<file path="src/rtl/state_sequencer.sv">
`default_nettype none
// ============================================================================
// Module   : state_sequencer
// Purpose  : Instruction sequencer for the simple processor. Steps through
//            the six fetch states, decodes the opcode latched in IR, runs
//            the matching execute sequence and returns to fetch. Supports
//            a memory-wait hold, an END (halt) opcode and a counter of
//            retired instructions.
// Ports    : clock       - system clock, rising edge
//            reset_n     - asynchronous active-low reset
//            start       - begin execution (sampled only in idle)
//            hold        - freeze the sequencer (memory wait)
//            opcode      - IR opcode field, sampled when leaving fetch6
//            state       - 6-bit state code driven to control_unit
//            busy        - high whenever state != idle
//            done        - one-cycle registered pulse on halt
//            instr_count - retired-instruction count (wraps)
// Revision : 1.0 - initial release
// ============================================================================
module state_sequencer #(
  parameter int                  OPCODE_W = 8,
  parameter int                  COUNT_W  = 16,
  parameter logic [OPCODE_W-1:0] OP_LDR1  = 8'h01,
  parameter logic [OPCODE_W-1:0] OP_LDR2  = 8'h02,
  parameter logic [OPCODE_W-1:0] OP_STAC  = 8'h03,
  parameter logic [OPCODE_W-1:0] OP_ADD   = 8'h04,
  parameter logic [OPCODE_W-1:0] OP_MUL   = 8'h05,
  parameter logic [OPCODE_W-1:0] OP_END   = 8'hFF
) (
  input  logic                clock,
  input  logic                reset_n,
  input  logic                start,
  input  logic                hold,
  input  logic [OPCODE_W-1:0] opcode,
  output logic [5:0]          state,
  output logic                busy,
  output logic                done,
  output logic [COUNT_W-1:0]  instr_count
);

  // State codes are shared with control_unit and must not be renumbered.
  typedef enum logic [5:0] {
    S_IDLE   = 6'd0,
    S_FETCH1 = 6'd1,
    S_FETCH2 = 6'd2,
    S_FETCH3 = 6'd3,
    S_FETCH4 = 6'd4,
    S_FETCH5 = 6'd5,
    S_FETCH6 = 6'd6,
    S_LDR11  = 6'd7,
    S_LDR12  = 6'd8,
    S_LDR13  = 6'd9,
    S_LDR14  = 6'd10,
    S_LDR21  = 6'd11,
    S_LDR22  = 6'd12,
    S_LDR23  = 6'd13,
    S_LDR24  = 6'd14,
    S_STAC1  = 6'd15,
    S_STAC2  = 6'd16,
    S_STAC3  = 6'd17,
    S_STAC4  = 6'd18,
    S_ADD    = 6'd19,
    S_MUL    = 6'd20
  } state_t;

  // Held as plain logic so that out-of-range codes (upsets) are
  // representable and can be steered back to idle.
  logic [5:0]         r_state;
  logic [5:0]         w_next;
  logic               r_done;
  logic               w_done;
  logic               w_retire;
  logic [COUNT_W-1:0] r_count;

  // --------------------------------------------------------------------------
  // State register, halt pulse and retire counter
  // --------------------------------------------------------------------------
  always_ff @(posedge clock or negedge reset_n) begin
    if (!reset_n) begin
      r_state <= S_IDLE;
      r_done  <= 1'b0;
      r_count <= '0;
    end else begin
      r_state <= w_next;
      r_done  <= w_done;
      if (w_retire) begin
        r_count <= r_count + 1'b1;
      end
    end
  end

  // --------------------------------------------------------------------------
  // Next-state decode. Hold keeps every legal non-idle state in place and
  // suppresses retire/done; idle with hold ignores start. Illegal codes
  // return to idle regardless of hold.
  // --------------------------------------------------------------------------
  always_comb begin
    w_next   = r_state;
    w_done   = 1'b0;
    w_retire = 1'b0;
    case (r_state)
      S_IDLE: begin
        if (start && !hold) begin
          w_next = S_FETCH1;
        end
      end
      S_FETCH1, S_FETCH2, S_FETCH3, S_FETCH4, S_FETCH5,
      S_LDR11,  S_LDR12,  S_LDR13,
      S_LDR21,  S_LDR22,  S_LDR23,
      S_STAC1,  S_STAC2,  S_STAC3: begin
        // Codes within each sequence are consecutive.
        if (!hold) begin
          w_next = r_state + 6'd1;
        end
      end
      S_FETCH6: begin
        if (!hold) begin
          if (opcode == OP_LDR1) begin
            w_next = S_LDR11;
          end else if (opcode == OP_LDR2) begin
            w_next = S_LDR21;
          end else if (opcode == OP_STAC) begin
            w_next = S_STAC1;
          end else if (opcode == OP_ADD) begin
            w_next = S_ADD;
          end else if (opcode == OP_MUL) begin
            w_next = S_MUL;
          end else if (opcode == OP_END) begin
            w_next = S_IDLE;
            w_done = 1'b1;
          end else begin
            // Unknown opcode behaves as a NOP and counts as retired.
            w_next   = S_FETCH1;
            w_retire = 1'b1;
          end
        end
      end
      S_LDR14, S_LDR24, S_STAC4, S_ADD, S_MUL: begin
        if (!hold) begin
          w_next   = S_FETCH1;
          w_retire = 1'b1;
        end
      end
      default: begin
        w_next = S_IDLE;
      end
    endcase
  end

  assign state       = r_state;
  assign busy        = (r_state != S_IDLE);
  assign done        = r_done;
  assign instr_count = r_count;

endmodule
`default_nettype wire

</file>
<file path="config.mk">
export PLATFORM = sky130hd
export DESIGN_NAME = state_sequencer
export DESIGN_NICKNAME = d
export VERILOG_FILES = /design/src/rtl/state_sequencer.sv
export SDC_FILE = /design/constraint.sdc
export NUM_CORES = 1
export LEC_CHECK = 0
export ABC_AREA = 1
export CAP_MARGIN = 20
export CORE_AREA = 2 2 67 69
export DETAILED_ROUTE_END_ITERATION = 8
export DIE_AREA = 0 0 69 71
export PLACE_DENSITY = 0.71
export SETUP_SLACK_MARGIN = 0.02
export SLEW_MARGIN = 20
export SYNTH_ARGS = -nofsm -noshare
export SYNTH_HDL_FRONTEND = slang
export SYNTH_SLANG_ARGS = --single-unit
export TNS_END_PERCENT = 10
</file>
<file path="constraint.sdc">
create_clock -name clock -period 2 [get_ports clock]
set_input_delay 0.3 -clock clock [delete_from_list [all_inputs] [get_ports clock]]
set_output_delay 0.3 -clock clock [all_outputs]
set_load 0.02 [all_outputs]
</file>
==> results.txt <==
internal power of the cells: 0.000844 W
length of the first detailed-routing pass in iterations: 4
Port Buf Inserts: 35
cts bufs inserted: 3
most used cells in the layout excluding fill and tap cells: sky130_fd_sc_hd__nand2_1, sky130_fd_sc_hd__clkdlybuf4s50_1, sky130_fd_sc_hd__nand3_1, sky130_fd_sc_hd__nor2_1
Die Footprint: 4900 um^2
starting utilization of the core area: 0.408
critical path class: register to primary output
Core Footprint: 4200 um^2
Lkg Pwr: 1.12 nW
final total negative setup slack: 0 ns
Slew headroom: 0.648
number of rows created at floorplan: 24
placed standard-cell area: 2150 um^2
R2R setup slack: 0.27 ns
Reg-to-Reg End: instr_count[9]$_DFFE_PN0P_
Layout Cell Area excl Fill: 2190 um^2
antenna violations before repair: 0
portion of synthesized cell area occupied by the leading cell type: 0.336
reported net switching power: 0.000502 W
Worst Setup End Kind: primary output
cell depth of the worst flop-to-flop path: 13
critical path cell sequence: inv_1 > ha_1 > nand3_1 > dlygate4sd2_1
Total Routed Length: 3.87 mm
Worst-Margin Slew: 0.524 ns
Top-Level Pins: 36
Period Utilization, post-route: 0.913
remaining number of nets flagged by the antenna check after routing: 0
horizontal extent of the die: 69 um
highest-delay cell along the critical path: sky130_fd_sc_hd__dfrtp_1
total global-route track usage: 0.169
Clk pwr share: 0.217
most area-consuming cells after synthesis: sky130_fd_sc_hd__dfrtp_1, sky130_fd_sc_hd__nand2_1, sky130_fd_sc_hd__nand3_1, sky130_fd_sc_hd__nor2_1, sky130_fd_sc_hd__inv_1
cell type contributing the most total cell area after synthesis: sky130_fd_sc_hd__dfrtp_1
placed insts: 345
level count of the clock H-tree: 1
CTS sink cnt: 23
maximum number of pins on one net before global-route repair: 24
Post-DP HPWL: 3.03 mm
arrival time worst endpoint: 1.53 ns
clock latency on the worst-skew pair: 0.27 ns
required time of the critical path: 1.70 ns
combinational fraction of design power: 0.387
Layout area overhead: 28.0%
Seq pwr share: 0.396
Net Sw Frac: 0.373
Mapped Nets: 272
first-pass GRT wire length: 6.91 mm
area occupied by registers: 576 um^2
multi-input gate area in the final layout: 1010 um^2
Antenna Cells: 0
outcome: finished, final reports clean
via count: 1685
share of post-route cells with drive strength above 1: 0.0707
hold crit path type: input port to asynchronous set/reset pin
achievable frequency: 547 MHz
CTS tree: yes
via density per instance: 4.83
Clock Skew: 0.00724 ns
deepest clock path buffer count: 2
flip-flop and latch count after synthesis: 23
Avg Cell Area, Syn: 6.72 um^2
number of global-route vias before repair: 1601
timing endpoint of the critical path: busy
cells resized by post-CTS repair: 1
commonest non-fill, non-tap cell in the layout: sky130_fd_sc_hd__nand2_1
Max Cap Violations: 0
Clk pin slew, worst setup/hold paths: 0.09 ns
clock tree root driver cell: sky130_fd_sc_hd__clkbuf_8
post-CTS setup buffer count: 0
Crit Reg-Reg Startpoint: state[0]$_DFFE_PN0P_
quantity of hold-fixing buffers added after cts: 0
slowest cell delay on critical path: 0.43 ns
number of instances in the synthesized netlist: 255
shortest period the worst path allows: 1.83 ns
Final Hold Vio Count: 0
Yosys cell types: 26
remaining global-route overflow: 0
cell area after technology mapping: 1710 um^2
vertical extent of the die: 71 um
WL/cell: 11.1 um
final instance count without filler cells: 349
Worst setup startpoint: state[0]$_DFFE_PN0P_
areal power density over the cells: 614 nW/um^2
net total in the final layout: 315
IR drop worst, VDD: 0.000392 V
portion of the post-synthesis area used by sequential elements: 0.336
critical path launch point type: register
Yosys warnings: 0
initial detailed-routing violation count: 88
number of fill cells: 420
critical-path maximum fanout: 6
Slew Limit Fails: 0
final count of negative-setup-slack endpoints: 0
placer congestion estimate: 0.847
DRC violation count after routing: 0
setup repair after global routing missed its margin: false
[cell type report]
class / count / share of cell area
Clock buffer: 4 / 0.0205
Inverter: 26 / 0.0445
Multi-Input combinational cell: 202 / 0.460
Sequential cell: 23 / 0.262
Tap cell: 52 / 0.0297
Timing Repair Buffer: 42 / 0.183
[flip-flops by register name, indices dropped and copies added (netlist names)]
register,count
state,6
done,1
instr_count,16
[critical path, delay by kind of cell, from the launching register on]
kind	cells	cell delay, ns
and+or+nand+nor	1	0.14
adders and majority gates	1	0.25
buffers and inverters	2	0.44
DFF	1	0.43
[per-stage QoR]
step / utilization / setup slack (ns) / hold slack [ns] / power, W
after detailed placement: 0.511 / 0.167 / 0.526 / 0.00107
after global routing: 0.522 / 0.0579 / 0.413 / 0.00145
after global placement: 0.511 / 0.182 / 0.520 / 0.00106
after CTS: 0.521 / 0.162 / 0.388 / 0.00136
final: 0.522 / 0.173 / 0.384 / 0.00135
after floorplan: - / 0.188 / 0.00441 / 0.000873
[cell families after synthesis]
| kind of cell | count (synthesis) | synth area share |
|---|---|---|
| AOI/OAI and AO/OA | 8 | 0.0299 |
| other | 1 | 0.00219 |
| DFF | 23 | 0.336 |
| xor gates and xnor gates | 14 | 0.0715 |
| buffers and inverters | 30 | 0.0774 |
| adders and majority gates | 5 | 0.0365 |
| and+or+nand+nor | 174 | 0.447 |
[power groups by stage]
| stage | registers [W] | logic [W] | clock network [W] |
|---|---|---|---|
| 6_report | 0.000532 | 0.000521 | 0.000292 |
| 5_1_grt | 0.000538 | 0.000594 | 0.000321 |
| 4_1_cts | 0.000533 | 0.000523 | 0.000305 |
| 3_5_place_dp | 0.000542 | 0.000526 | 0 |
| 3_3_place_gp | 0.000538 | 0.000521 | 0 |
| 2_1_floorplan | 0.000565 | 0.000309 | 0 |
[layer usage]
metal / global-route usage / wire length (um) / share of wire
met1: 0.227 / 1840 / 0.48
met5: 0 / 0 / 0
met4: 0.0610 / 17 / 0.0044
met2: 0.285 / 1890 / 0.49
met3: 0.0157 / 120 / 0.031
[synth_stat cells (all sizes together)]
cell type,n
ha,5
xnor2,9
buf,4
a21oi,2
conb,1
nand4,4
inv,25
nand3b,1
nand2,107
nor3,2
dfrtp,23
o21ai,6
nand3,32
nor2,28
clkinv,1
xor2,5
[worst min-delay path by stage]
stage / startpoint / endpoint / cells after the start
2_1_floorplan: reset_n / done$_DFF_PN0_ / 0
3_3_place_gp: instr_count[15]$_DFFE_PN0P_ / instr_count[15]$_DFFE_PN0P_ / 2
4_1_cts: reset_n / instr_count[6]$_DFFE_PN0P_ / 2
6_report: reset_n / instr_count[6]$_DFFE_PN0P_ / 2
3_5_place_dp: instr_count[15]$_DFFE_PN0P_ / instr_count[15]$_DFFE_PN0P_ / 2
5_1_grt: reset_n / instr_count[5]$_DFFE_PN0P_ / 2
Note: power is estimated with default switching activity, not from simulation.
